--- src/rtl/token_lexer.sv ---
// token_lexer: streaming ASCII lexer that turns a byte stream into identifier,
// number, reserved-operator and end-of-source tokens over valid/ready handshakes.
// Optional feature: define TOKEN_LEXER_KEYWORD_EN to report the keywords
// return/if/else/for/while as reserved codes 17..21 instead of identifiers.
module token_lexer #(
  parameter int MAX_IDENT = 8,
  parameter int NUM_W     = 32
) (
  input  logic                   clk,
  input  logic                   rst_n,
  input  logic                   in_valid,
  input  logic [7:0]             in_data,
  output logic                   in_ready,
  output logic                   tok_valid,
  input  logic                   tok_ready,
  output logic [1:0]             tok_kind,
  output logic [4:0]             tok_op,
  output logic [NUM_W-1:0]       tok_num,
  output logic [8*MAX_IDENT-1:0] tok_name,
  output logic [4:0]             tok_len,
  output logic                   err
);

  typedef enum logic [2:0] {IDLE, IDENT, NUM, OP2, EMIT, DONE} state_t;

  localparam logic [1:0] KIND_RSV   = 2'd0;
  localparam logic [1:0] KIND_IDENT = 2'd1;
  localparam logic [1:0] KIND_NUM   = 2'd2;
  localparam logic [1:0] KIND_EOF   = 2'd3;

  state_t                 state_q, state_d;
  logic                   hold_valid_q, hold_valid_d;
  logic [7:0]             hold_data_q, hold_data_d;
  logic [8*MAX_IDENT-1:0] acc_name_q, acc_name_d;
  logic [4:0]             acc_len_q, acc_len_d;
  logic [NUM_W-1:0]       acc_num_q, acc_num_d;
  logic [7:0]             op_char_q, op_char_d;
  logic                   tok_valid_q, tok_valid_d;
  logic [1:0]             tok_kind_q, tok_kind_d;
  logic [4:0]             tok_op_q, tok_op_d;
  logic [NUM_W-1:0]       tok_num_q, tok_num_d;
  logic [8*MAX_IDENT-1:0] tok_name_q, tok_name_d;
  logic [4:0]             tok_len_q, tok_len_d;
  logic                   err_q, err_d;

  logic       accepting;
  logic       byte_take;
  logic [7:0] idle_byte;
  logic [5:0] idle_op1;
  logic       kw_hit;
  logic [4:0] kw_code;

  function automatic logic is_letter(input logic [7:0] c);
    return (c >= 8'h61 && c <= 8'h7a) || (c >= 8'h41 && c <= 8'h5a) || (c == 8'h5f);
  endfunction

  function automatic logic is_digit(input logic [7:0] c);
    return (c >= 8'h30 && c <= 8'h39);
  endfunction

  function automatic logic is_ws(input logic [7:0] c);
    return (c == 8'h20) || (c == 8'h09) || (c == 8'h0a) || (c == 8'h0d);
  endfunction

  function automatic logic is_op2_lead(input logic [7:0] c);
    return (c == 8'h3d) || (c == 8'h21) || (c == 8'h3c) || (c == 8'h3e);
  endfunction

  // Returns {hit, code} for operators that are always a single character.
  function automatic logic [5:0] single_op(input logic [7:0] c);
    case (c)
      8'h2b:   return {1'b1, 5'd0};
      8'h2d:   return {1'b1, 5'd1};
      8'h2a:   return {1'b1, 5'd2};
      8'h2f:   return {1'b1, 5'd3};
      8'h28:   return {1'b1, 5'd4};
      8'h29:   return {1'b1, 5'd5};
      8'h7b:   return {1'b1, 5'd6};
      8'h7d:   return {1'b1, 5'd7};
      8'h3b:   return {1'b1, 5'd8};
      8'h2c:   return {1'b1, 5'd9};
      default: return 6'd0;
    endcase
  endfunction

  // New bytes are taken only while scanning and no holdover byte is pending;
  // the output is forced low while reset is asserted.
  assign accepting = ((state_q == IDLE) || (state_q == IDENT) || (state_q == NUM) ||
                      (state_q == OP2)) && !hold_valid_q;
  assign in_ready  = rst_n && accepting;
  assign byte_take = in_valid && accepting;
  assign idle_byte = hold_valid_q ? hold_data_q : in_data;
  assign idle_op1  = single_op(idle_byte);

`ifdef TOKEN_LEXER_KEYWORD_EN
  // Word literals are stored MSB-first, so char i sits at byte (wlen-1-i).
  function automatic logic kw_match(input logic [8*MAX_IDENT-1:0] name, input logic [4:0] len,
                                    input logic [47:0] word, input int wlen);
    logic ok;
    ok = (len == 5'(wlen)) && (wlen <= MAX_IDENT);
    for (int i = 0; i < 6; i++)
      if (i < wlen && i < MAX_IDENT && name[i*8 +: 8] != word[(wlen-1-i)*8 +: 8]) ok = 1'b0;
    return ok;
  endfunction

  // Recognise the finished identifier as one of the reserved keywords.
  always_comb begin
    kw_hit  = 1'b1;
    kw_code = 5'd0;
    if (kw_match(acc_name_q, acc_len_q, 48'("return"), 6))     kw_code = 5'd17;
    else if (kw_match(acc_name_q, acc_len_q, 48'("if"), 2))    kw_code = 5'd18;
    else if (kw_match(acc_name_q, acc_len_q, 48'("else"), 4))  kw_code = 5'd19;
    else if (kw_match(acc_name_q, acc_len_q, 48'("for"), 3))   kw_code = 5'd20;
    else if (kw_match(acc_name_q, acc_len_q, 48'("while"), 5)) kw_code = 5'd21;
    else kw_hit = 1'b0;
  end
`else
  assign kw_hit  = 1'b0;
  assign kw_code = 5'd0;
`endif

  // Next-state logic: scan bytes, build tokens, and hold them until consumed.
  // Token fields are zero whenever tok_valid is low, so emitting only sets the
  // fields meaningful for that kind.
  always_comb begin
    state_d      = state_q;
    hold_valid_d = hold_valid_q;
    hold_data_d  = hold_data_q;
    acc_name_d   = acc_name_q;
    acc_len_d    = acc_len_q;
    acc_num_d    = acc_num_q;
    op_char_d    = op_char_q;
    tok_valid_d  = tok_valid_q;
    tok_kind_d   = tok_kind_q;
    tok_op_d     = tok_op_q;
    tok_num_d    = tok_num_q;
    tok_name_d   = tok_name_q;
    tok_len_d    = tok_len_q;
    err_d        = err_q;

    case (state_q)
      IDLE: begin
        if (hold_valid_q || byte_take) begin
          hold_valid_d = 1'b0;
          if (is_ws(idle_byte)) begin
            state_d = IDLE;
          end else if (is_letter(idle_byte)) begin
            state_d        = IDENT;
            acc_name_d     = '0;
            acc_name_d[7:0] = idle_byte;
            acc_len_d      = 5'd1;
          end else if (is_digit(idle_byte)) begin
            state_d   = NUM;
            acc_num_d = NUM_W'(idle_byte[3:0]);
          end else if (is_op2_lead(idle_byte)) begin
            state_d   = OP2;
            op_char_d = idle_byte;
          end else if (idle_byte == 8'h00) begin
            state_d     = EMIT;
            tok_valid_d = 1'b1;
            tok_kind_d  = KIND_EOF;
          end else if (idle_op1[5]) begin
            state_d     = EMIT;
            tok_valid_d = 1'b1;
            tok_kind_d  = KIND_RSV;
            tok_op_d    = idle_op1[4:0];
          end else begin
            err_d = 1'b1;
          end
        end
      end

      IDENT: begin
        if (byte_take) begin
          if (is_letter(in_data) || is_digit(in_data)) begin
            for (int i = 0; i < MAX_IDENT; i++)
              if (acc_len_q == 5'(i)) acc_name_d[i*8 +: 8] = in_data;
            if (acc_len_q != 5'd31) acc_len_d = acc_len_q + 5'd1;
          end else begin
            hold_valid_d = 1'b1;
            hold_data_d  = in_data;
            state_d      = EMIT;
            tok_valid_d  = 1'b1;
            if (kw_hit) begin
              tok_kind_d = KIND_RSV;
              tok_op_d   = kw_code;
            end else begin
              tok_kind_d = KIND_IDENT;
              tok_name_d = acc_name_q;
              tok_len_d  = acc_len_q;
            end
          end
        end
      end

      NUM: begin
        if (byte_take) begin
          if (is_digit(in_data)) begin
            acc_num_d = (acc_num_q << 3) + (acc_num_q << 1) + NUM_W'(in_data[3:0]);
          end else begin
            hold_valid_d = 1'b1;
            hold_data_d  = in_data;
            state_d      = EMIT;
            tok_valid_d  = 1'b1;
            tok_kind_d   = KIND_NUM;
            tok_num_d    = acc_num_q;
          end
        end
      end

      OP2: begin
        if (byte_take) begin
          if (in_data == 8'h3d) begin
            state_d     = EMIT;
            tok_valid_d = 1'b1;
            tok_kind_d  = KIND_RSV;
            case (op_char_q)
              8'h3d:   tok_op_d = 5'd11;
              8'h21:   tok_op_d = 5'd12;
              8'h3c:   tok_op_d = 5'd14;
              default: tok_op_d = 5'd16;
            endcase
          end else begin
            hold_valid_d = 1'b1;
            hold_data_d  = in_data;
            if (op_char_q == 8'h21) begin
              err_d   = 1'b1;
              state_d = IDLE;
            end else begin
              state_d     = EMIT;
              tok_valid_d = 1'b1;
              tok_kind_d  = KIND_RSV;
              case (op_char_q)
                8'h3d:   tok_op_d = 5'd10;
                8'h3c:   tok_op_d = 5'd13;
                default: tok_op_d = 5'd15;
              endcase
            end
          end
        end
      end

      EMIT: begin
        if (tok_ready) begin
          state_d     = (tok_kind_q == KIND_EOF) ? DONE : IDLE;
          tok_valid_d = 1'b0;
          tok_kind_d  = '0;
          tok_op_d    = '0;
          tok_num_d   = '0;
          tok_name_d  = '0;
          tok_len_d   = '0;
        end
      end

      default: begin
        state_d = DONE;
      end
    endcase
  end

  // State and output registers; reset discards any partial or pending token.
  always_ff @(posedge clk or negedge rst_n) begin
    if (!rst_n) begin
      state_q      <= IDLE;
      hold_valid_q <= 1'b0;
      hold_data_q  <= '0;
      acc_name_q   <= '0;
      acc_len_q    <= '0;
      acc_num_q    <= '0;
      op_char_q    <= '0;
      tok_valid_q  <= 1'b0;
      tok_kind_q   <= '0;
      tok_op_q     <= '0;
      tok_num_q    <= '0;
      tok_name_q   <= '0;
      tok_len_q    <= '0;
      err_q        <= 1'b0;
    end else begin
      state_q      <= state_d;
      hold_valid_q <= hold_valid_d;
      hold_data_q  <= hold_data_d;
      acc_name_q   <= acc_name_d;
      acc_len_q    <= acc_len_d;
      acc_num_q    <= acc_num_d;
      op_char_q    <= op_char_d;
      tok_valid_q  <= tok_valid_d;
      tok_kind_q   <= tok_kind_d;
      tok_op_q     <= tok_op_d;
      tok_num_q    <= tok_num_d;
      tok_name_q   <= tok_name_d;
      tok_len_q    <= tok_len_d;
      err_q        <= err_d;
    end
  end

  assign tok_valid = tok_valid_q;
  assign tok_kind  = tok_kind_q;
  assign tok_op    = tok_op_q;
  assign tok_num   = tok_num_q;
  assign tok_name  = tok_name_q;
  assign tok_len   = tok_len_q;
  assign err       = err_q;

endmodule

--- config.mk ---
export PLATFORM = sky130hd
export DESIGN_NAME = token_lexer
export DESIGN_NICKNAME = d
export VERILOG_FILES = /design/src/rtl/token_lexer.sv
export SDC_FILE = /design/constraint.sdc
export NUM_CORES = 1
export LEC_CHECK = 0
export ABC_AREA = 1
export CAP_MARGIN = 20
export CORE_ASPECT_RATIO = 1.2
export CORE_MARGIN = 2
export CORE_UTILIZATION = 45
export DETAILED_ROUTE_END_ITERATION = 16
export HOLD_SLACK_MARGIN = 0.15
export PLACE_DENSITY = 0.76
export SYNTH_ARGS = -nofsm -noshare
export SYNTH_HDL_FRONTEND = slang
export SYNTH_SLANG_ARGS = --single-unit
export TNS_END_PERCENT = 5
--- constraint.sdc ---
create_clock -name clk -period 3.2 [get_ports clk]
set_clock_uncertainty 0.1 [all_clocks]
set_input_delay 0.64 -clock clk [delete_from_list [all_inputs] [get_ports clk]]
set_output_delay 0.64 -clock clk [all_outputs]
set_load 0.03 [all_outputs]
==> results of run 1 <==
cells in the mapped netlist (10+ instances only):
| cell | n |
|---|---|
| a21oi_1 | 52 |
| dfrtp_1 | 231 |
| ha_1 | 63 |
| o21bai_1 | 10 |
| nand2_1 | 444 |
| nor2_4 | 12 |
| nand3_1 | 130 |
| inv_1 | 114 |
| clkbuf_1 | 33 |
| o211ai_1 | 10 |
| o21ai_0 | 250 |
| buf_2 | 11 |
| o21ai_1 | 22 |
| nand4_1 | 18 |
| nor3_1 | 12 |
| nor2_1 | 98 |
power breakdown:
part           internal [uW]  switching, uW  total, uW
logic                   1880           4160       6040
clock network           1520           1200       2720
registers               3620            432       4050
cell families after synthesis:
| family | count (synthesis) | synth area share (%) |
|---|---|---|
| and+or+nand+nor | 760 | 26.55 |
| AOI/OAI and AO/OA | 364 | 15.10 |
| DFF | 231 | 45.50 |
| buffers and inverters | 182 | 5.910 |
| adders and majority gates | 65 | 6.520 |
| xor gates and xnor gates | 6 | 0.4137 |
per-layer routing:
layer	track usage, %	up-vias	part of all wire [%]
met3	2.496	96	4.6
met1	29.95	5531	42
li1	-	5645	-
met5	0	-	0
met2	40.80	364	50
met4	10.42	0	4.2
state kept, by name, indices dropped and copies added, names as in the netlist, 5 cells and up:
name,flops
acc_name_q,64
tok_name,64
acc_num_q,32
tok_num,32
hold_data_q,8
op_char_q,8
acc_len_q,5
tok_len,5
tok_op,5
what timing repair did:
item,CTS,global route
setup endpoints to repair,0,14
resized for setup,0,8
hold buffers,1,0
hold endpoints to repair,34,0
worst min-delay path by stage:
stage,from,endpoint,slack [ps],depth (start not counted)
after floorplan,rst_n,acc_len_q[0]$_DFFE_PN0P_,240,0
after global placement,err$_DFFE_PN0P_,err$_DFFE_PN0P_,360,2
after detailed placement,err$_DFFE_PN0P_,err$_DFFE_PN0P_,370,2
after CTS,op_char_q[5]$_DFFE_PN0P_,op_char_q[5]$_DFFE_PN0P_,380,2
after global routing,tok_op[3]$_DFFE_PN0P_,tok_op[3]$_DFFE_PN0P_,400,2
final,op_char_q[5]$_DFFE_PN0P_,op_char_q[5]$_DFFE_PN0P_,380,2
critical path: stages:
cell,delay [ps]
clkdlybuf4s50_1,490
inv_1,100
fa_1,540
inv_1,60
fa_1,470
nand3_1,100
nand2_1,110
nand4_1,110
nand3_2,150
nand3_1,110
nand2_1,60
or2_2,270
nand3_1,60
o21ai_0,70
through the flow:
| stage | cells | instance area (um2) | setup WS [ps] | TNS, ps |
|---|---|---|---|---|
| after floorplan | 1608 | 12700 | 300.5 | 0 |
| after global placement | 2103 | 14600 | -399.7 | -6396 |
| after detailed placement | 2103 | 14600 | -501.0 | -8233 |
| after CTS | 2149 | 15380 | 32.37 | 0 |
| after global routing | 2149 | 15390 | -2.983 | -2.983 |
| final | 2149 | 15390 | 160.0 | 0 |
cell type report:
type	instances	area, um2	area share, %
clock inverters	10	71.32	0.4633
inverters	122	457.9	2.975
clock buffers	35	693.2	4.503
flip-flops and latches	231	5781	37.55
multi-input cells	1195	6202	40.29
well taps	379	474.2	3.081
repair buffers	177	1714	11.14
==> run metrics, run 1 <==
Die Area=0.02960 mm2; max-slew violation count=0; post-route ant nets=0; clk_lat worst skew=530 ps; minimum clock period=3040 ps; Clock Path Buffers=3; initial antenna violation count=0; first-pass GRT wire length=56,830 um; Post-Synthesis Cells=1,608; initial drt markers=763; Syn Area/Cell=7.900 um2; sequential element share of the synthesized area=45.50%; Inserted Diodes=0; area of the core=0.02783 mm2; worst reg2reg path startpoint=acc_num_q[0]$_DFFE_PN0P_; Crit Path Max Fanout=4; kind of critical path=primary input to flop; crit path DAT=3350 ps; Tightest Pin Transition=900.5 ps; WL final=35,040 um; commonest non-fill, non-tap cell in the layout=nand2_1; total power=12,810 uW; Pleak=0.007986 uW; startpoint class of the critical path=primary input; num ports=123; die height=188.1 um; Initial Util=45.64%; clk slew on worst S/H paths=60 ps; crit path from=in_data[3]; R2R cell count=13; final worst-path cycle share=95.00%; FF-to-FF setup slack=450 ps; CTS sink cnt=231; Slew HR=39.97%; Final nets=1,829; Setup crit end kind=flop; RePlAce Congestion=0.9779; worst hold slack=383.2 ps; final core utilization=55.31%; CP required=3510 ps; DR vias/cell=5.415; most frequent cells in the layout=nand2_1 (442), o21ai_0 (248), dfrtp_1 (231), nand3_1 (129), clkdlybuf4s50_1 (120); # setup viols final=0; GRT Total Usage=23.68%; clk root buf=clkbuf_16; EDFF count, synth=0; cts bufs inserted=25; vias in the first global route=11.26k; drt pass-1 iters=6; P per Cell Area=832.0 mW/mm2; worst flop-to-flop path endpoint=acc_num_q[22]$_DFFE_PN0P_; synth unique cells=46; Max IR drop VDD=565.9 uV; Die Width=157.4 um; # port buffers=122; Yosys top cell area share=45.50%; total grt overflow=0; DRC=0; Mapped Area=0.01270 mm2; RSZ-0062 raised after global routing=yes; Fillers=2,605; number of max-cap violations=0; asr flop ratio synth=100.0%; Wirelength per Cell=16.30 um; Synth area leaders=dfrtp_1 (46%), nand2_1 (13%), o21ai_0 (9.8%), ha_1 (6.2%), nand3_1 (5.1%); Post-Syn Nets=1,685; #FFs+latches synth=231; Main synth FF type=dfrtp_1; Area Growth Syn to Fin=21.18%; Via Count=11.64k; largest net degree at the start of global routing=128; layout cells sized above 1=8.927%; postcts setup bufs=0; hold crit path type=flop to flop; Synth area leader=dfrtp_1; TritonCTS clock tree=done; final hold vios=0; Peak Freq=328.9 MHz; worst setup path end=acc_num_q[22]$_DFFE_PN0P_; htree depth=1; status=finished clean; row count=67; Synth Warn #=0; hpwl dp=25,480 um
Note: power is estimated with default switching activity, not from simulation.
==> run 2, diff against run 1 <==
--- a/config.mk
+++ b/config.mk
@@ -11,8 +11,9 @@
 export CORE_MARGIN = 2
 export CORE_UTILIZATION = 45
 export DETAILED_ROUTE_END_ITERATION = 16
+export DONT_BUFFER_PORTS = 1
 export HOLD_SLACK_MARGIN = 0.15
-export PLACE_DENSITY = 0.76
+export PLACE_DENSITY = 0.71
 export SYNTH_ARGS = -nofsm -noshare
 export SYNTH_HDL_FRONTEND = slang
 export SYNTH_SLANG_ARGS = --single-unit
==> run 2 against run 1 <==
The run now ends with hold timing left. Clock power grew 3%. Sequential power grew 14%. Global-route usage shrank 0.66 points. Core utilization shrank 5.3 points. Non-clock buffer count shrank 151. Final cell count shrank 7.1%. Power shrank 6.6%. Combinational power shrank 25%. Count of clock-buffer cells in the layout shrank 6. Largest cell class unchanged. Highest routed layer unchanged.
==> run metrics, run 2 (same netlist as run 1, synthesis figures left out) <==
startpoint class of the critical path=flop; Final TNS setup=0 ps; # resized after CTS=0; CP most frequent cell=nand3_1; commonest non-fill, non-tap cell in the layout=nand2_1; max-slew violation count=0; row count=67; FF/Latch Area=0.005781 mm2; CP max stage cell=fa_1; RePlAce Congestion=0.9861; TritonCTS clock tree=done; # setup viols final=0; clk slew on worst S/H paths=60 ps; htree depth=1; Max IR drop VDD=453.8 uV; worst stage delay on the critical path=510 ps; die height=188.1 um; Setup crit end kind=flop; first-pass GRT wire length=55,180 um; GRT Total Usage=23.02%; num ports=123; final hold vios=231; vias in the first global route=10.70k; total grt overflow=0; hold crit path type=primary input to asynchronous set/reset pin; area of the multi-input gates=0.006185 mm2; RSZ-0062 raised after global routing=no; DRC=0; status=finished with violations; postcts setup bufs=0; Inserted Diodes=0; DP Cell Count=1,953; minimum clock period=2858 ps; placed cell area=0.01312 mm2; Tightest Pin Transition=843.9 ps; crit-path cells=inv_1, fa_1, inv_1, fa_1, nand3_1, nand2_1, buf_4, nand4_1, nand3_1, nand3_1, nand2_1, or2_2, nand3_1, o21ai_0; worst reg2reg path startpoint=acc_num_q[0]$_DFFE_PN0P_; worst hold slack=-294.4 ps; clk root buf=clkbuf_16; Peak Freq=349.8 MHz; area of the core=0.02783 mm2; WL final=33,610 um; failing checks=hold timing; R2R cell count=14; final worst-path cycle share=89.33%; # port buffers=0; Via Count=10.88k; Area Growth Syn to Fin=9.524%; Clock Path Buffers=3; CTS sink cnt=231; Die Width=157.4 um; CP required=3520 ps; drt pass-1 iters=6; Fillers=2,700; number of max-cap violations=0; clk_lat worst skew=540 ps; Die Area=0.02960 mm2; Initial Util=45.64%; Pleak=0.007400 uW; non-filler cells, final=1,997; hpwl dp=23,880 um; Final nets=1,678; initial drt markers=886; layout cells sized above 1=7.911%; crit path DAT=3170 ps; kind of critical path=flop to flop; total power=11,960 uW; Slew HR=43.68%; post-route ant nets=0; DR vias/cell=5.449; most frequent cells in the layout=nand2_1 (444), o21ai_0 (250), dfrtp_1 (231), nand3_1 (130), inv_1 (114); largest net degree at the start of global routing=233; initial antenna violation count=0; worst flop-to-flop path endpoint=acc_num_q[22]$_DFFE_PN0P_; final instance area=0.01391 mm2; FF-to-FF setup slack=340 ps; Wirelength per Cell=16.83 um; Crit Path Max Fanout=5; P per Cell Area=859.6 mW/mm2; crit path from=acc_num_q[0]$_DFFE_PN0P_; cts bufs inserted=25
-- run 2: changes by cell type in the layout (fill, tap and decap cells not counted), moves of 2 or more --
| cell | delta |
|---|---|
| nand2_1 | +2 |
| clkbuf_1 | -6 |
| clkdlybuf4s50_1 | -120 |
| o21ai_1 | -2 |
| clkinvlp_4 | +4 |
| o21ai_0 | +2 |
| nand2_2 | -2 |
| buf_4 | -25 |
| buf_12 | -4 |
-- run 2: final cells by class --
| type | count | area share (%) |
|---|---|---|
| tap | 379 | 3.408 |
| inverter | 122 | 3.291 |
| clock buffer | 29 | 4.820 |
| multi-input combinational | 1195 | 44.45 |
| clock inverter | 15 | 0.8993 |
| sequential | 231 | 41.55 |
| timing repair buffer | 26 | 1.583 |
-- run 2: worst max path at each step --
stage                           endpoint  slack (ps)  depth (start not counted)
6_report       acc_num_q[22]$_DFFE_PN0P_         340                         14
5_1_grt        acc_num_q[16]$_DFFE_PN0P_          20                         14
4_1_cts        acc_num_q[22]$_DFFE_PN0P_         350                         14
3_5_place_dp   acc_num_q[22]$_DFFE_PN0P_          20                         14
3_3_place_gp   acc_num_q[22]$_DFFE_PN0P_          60                         14
2_1_floorplan  acc_num_q[16]$_DFFE_PN0P_         300                         13
-- run 2: worst max-delay path, delay by kind of cell (launching register included) --
family / cells / cell delay, ps
AOI/OAI and AO/OA: 1 / 80
and+or+nand+nor: 8 / 970
adders and majority gates: 2 / 970
buffers and inverters: 3 / 290
DFF: 1 / 340
-- run 2: per-layer routing --
metal	GRT usage, %	wire length [um]
met1	29.65	14380
met2	39.37	16550
met3	3.859	1740
met4	7.238	944
met5	0	0
-- run 2: power breakdown --
group,switching [uW],internal (uW),leakage [uW],total (uW)
Sequential,1010,3610,0.00313,4620
Combinational,3320,1210,0.00388,4530
Clock,1220,1590,0.000386,2810
Total,5550,6410,0.00740,12000
-- run 2: through the flow --
step | setup WS (ps) | utilization (%)
floorplan | 300.5 | -
detailed placement | 22.34 | 47.13
global placement | 62.30 | 47.13
CTS | 345.1 | 49.99
finish | 341.6 | 49.99
global route | 23.77 | 49.99
==> run 3, diff against run 2 <==
--- a/config.mk
+++ b/config.mk
@@ -9,11 +9,11 @@
 export CAP_MARGIN = 20
 export CORE_ASPECT_RATIO = 1.2
 export CORE_MARGIN = 2
-export CORE_UTILIZATION = 45
+export CORE_UTILIZATION = 55
 export DETAILED_ROUTE_END_ITERATION = 16
 export DONT_BUFFER_PORTS = 1
 export HOLD_SLACK_MARGIN = 0.15
-export PLACE_DENSITY = 0.71
+export PLACE_DENSITY = 0.81
 export SYNTH_ARGS = -nofsm -noshare
 export SYNTH_HDL_FRONTEND = slang
 export SYNTH_SLANG_ARGS = --single-unit
==> run 3 against run 2 <==
First-iteration DRC count fell by 32%. The run still ends with hold timing left. Register-to-register slack worse by 110 ps. Routed wire length is 0.43% lower. Critical path type unchanged.
==> run metrics, run 3 (same netlist as run 1, synthesis figures left out) <==
clk_lat worst skew=530 ps; Sequential Power Share=38.6%; Peak Freq=337.1 MHz; total grt overflow=0; WL final=33,460 um; Pleak=0.007412 uW; Via Count=11.07k; Initial Util=56.41%; number of max-cap violations=0; RePlAce Congestion=0.9745; failing checks=hold timing; RSZ-0062 raised after global routing=no; Slew HR=36.22%; htree depth=1; worst stage delay on the critical path=710 ps; area of the core=0.02252 mm2; Area Growth Syn to Fin=8.736%; CTS sink cnt=231; Inserted Diodes=0; placed cell area=0.01302 mm2; largest net degree at the start of global routing=233; crit-path cells=inv_2, nor2_2, inv_2, buf_4, nand2_1, o21ai_0; Fillers=2,005; first-pass GRT wire length=54,520 um; Final nets=1,680; most frequent cells in the layout=nand2_1 (444), o21ai_0 (249), dfrtp_1 (231), nand3_1 (130), inv_1 (114); critical path's top delay family=buffers and inverters; max-slew violation count=0; post-route ant nets=0; startpoint class of the critical path=flop; DP Cell Count=1,856; Setup crit end kind=flop; num ports=123; CP required=3520 ps; Tightest Pin Transition=955.6 ps; Final TNS setup=0 ps; die height=170.5 um; internal power=6463 uW; initial drt markers=603; layout cells sized above 1=7.896%; Clock Path Buffers=3; CP bufs+invs=3; Crit Path Max Fanout=79; crit path DAT=3280 ps; GRT Total Usage=27.85%; vias in the first global route=10.91k; kind of critical path=flop to flop; DR vias/cell=5.825; Die Width=142.7 um; CP most frequent cell=inv_2; DRC=0; final worst-path cycle share=92.69%; Levels on crit path=6; worst hold slack=-275.4 ps; # port buffers=0; clk slew on worst S/H paths=80 ps; minimum clock period=2966 ps; status=finished with violations; total power=12,060 uW; Max IR drop VDD=524.1 uV; commonest non-fill, non-tap cell in the layout=nand2_1; postcts setup bufs=0; drt pass-1 iters=5; non-filler cells, final=1,900; final hold vios=231; # setup viols final=0; clk root buf=clkbuf_16; row count=60; Die Area=0.02433 mm2; final instance area=0.01381 mm2; Clk network pwr share=23.6%; cts bufs inserted=24; P per Cell Area=873.3 mW/mm2; Wirelength per Cell=17.61 um; Logic pwr share=37.8%; initial antenna violation count=0; CP max stage cell=nand2_1; Switching Share=46.42%; hpwl dp=23,370 um; R2R cell count=6; TritonCTS clock tree=done; hold crit path type=primary input to asynchronous set/reset pin; Net Sw Power=5599 uW
-- run 3: cell types whose count changed in the layout (fill, tap and decap cells not counted) --
cell        change
clkinv_2        -2
clkbuf_1        +3
bufinv_16       +1
inv_8           +1
clkinvlp_4      -1
o21ai_1         +1
o21ai_0         -1
clkbuf_8        -3
inv_6           +2
clkinv_4        -1
buf_4           +3
-- run 3: area by class of cell --
cell class	count	area, um2	area share (%)
multi-input cells	1195	6185	44.77
flip-flops and latches	231	5781	41.85
clock buffers	29	640.6	4.638
inverters	122	457.9	3.315
well taps	279	349.1	2.527
repair buffers	29	242.7	1.757
clock inverters	15	157.7	1.141
-- run 3: per-stage QoR --
stage          setup WS, ps  utilization [%]
2_1_floorplan         300.5                -
3_3_place_gp         -76.93            57.79
3_5_place_dp         -92.54            57.79
4_1_cts               231.7            61.33
5_1_grt               17.20            61.33
6_report              233.9            61.33
-- run 3: repair_timing --
item	in CTS	in global routing
endpoints found under the setup margin	0	2
hold endpoints to repair	231	231
resized for setup	0	1
-- run 3: routing by layer --
metal,track usage (%),share of wire [%]
met1,34.31,40
met2,48.41,50
met3,4.108,5.6
met4,12.44,4.3
met5,0,0
-- run 3: worst paths after layout --
path	from	to	slack, ps
max in group asynchronous	rst_n	tok_num[2]$_DFFE_PN0P_	3050
min	rst_n	tok_name[60]$_DFFE_PN0P_	-280
max	state_q[2]$_DFFE_PN0P_	tok_num[21]$_DFFE_PN0P_	230
min in group clk	in_data[5]	hold_data_q[5]$_DFFE_PN0P_	210
min reg2reg	acc_name_q[60]$_DFFE_PN0P_	acc_name_q[60]$_DFFE_PN0P_	380
max reg2reg	state_q[2]$_DFFE_PN0P_	tok_num[21]$_DFFE_PN0P_	230
-- run 3: power groups by stage --
stage | combinational (uW) | sequential [uW] | clock, uW
after detailed placement | 4520 | 4700 | 0
after global routing | 5110 | 4740 | 3040
final | 4560 | 4650 | 2850
after global placement | 4440 | 4670 | 0
after CTS | 4550 | 4660 | 2900
after floorplan | 3460 | 4530 | 0
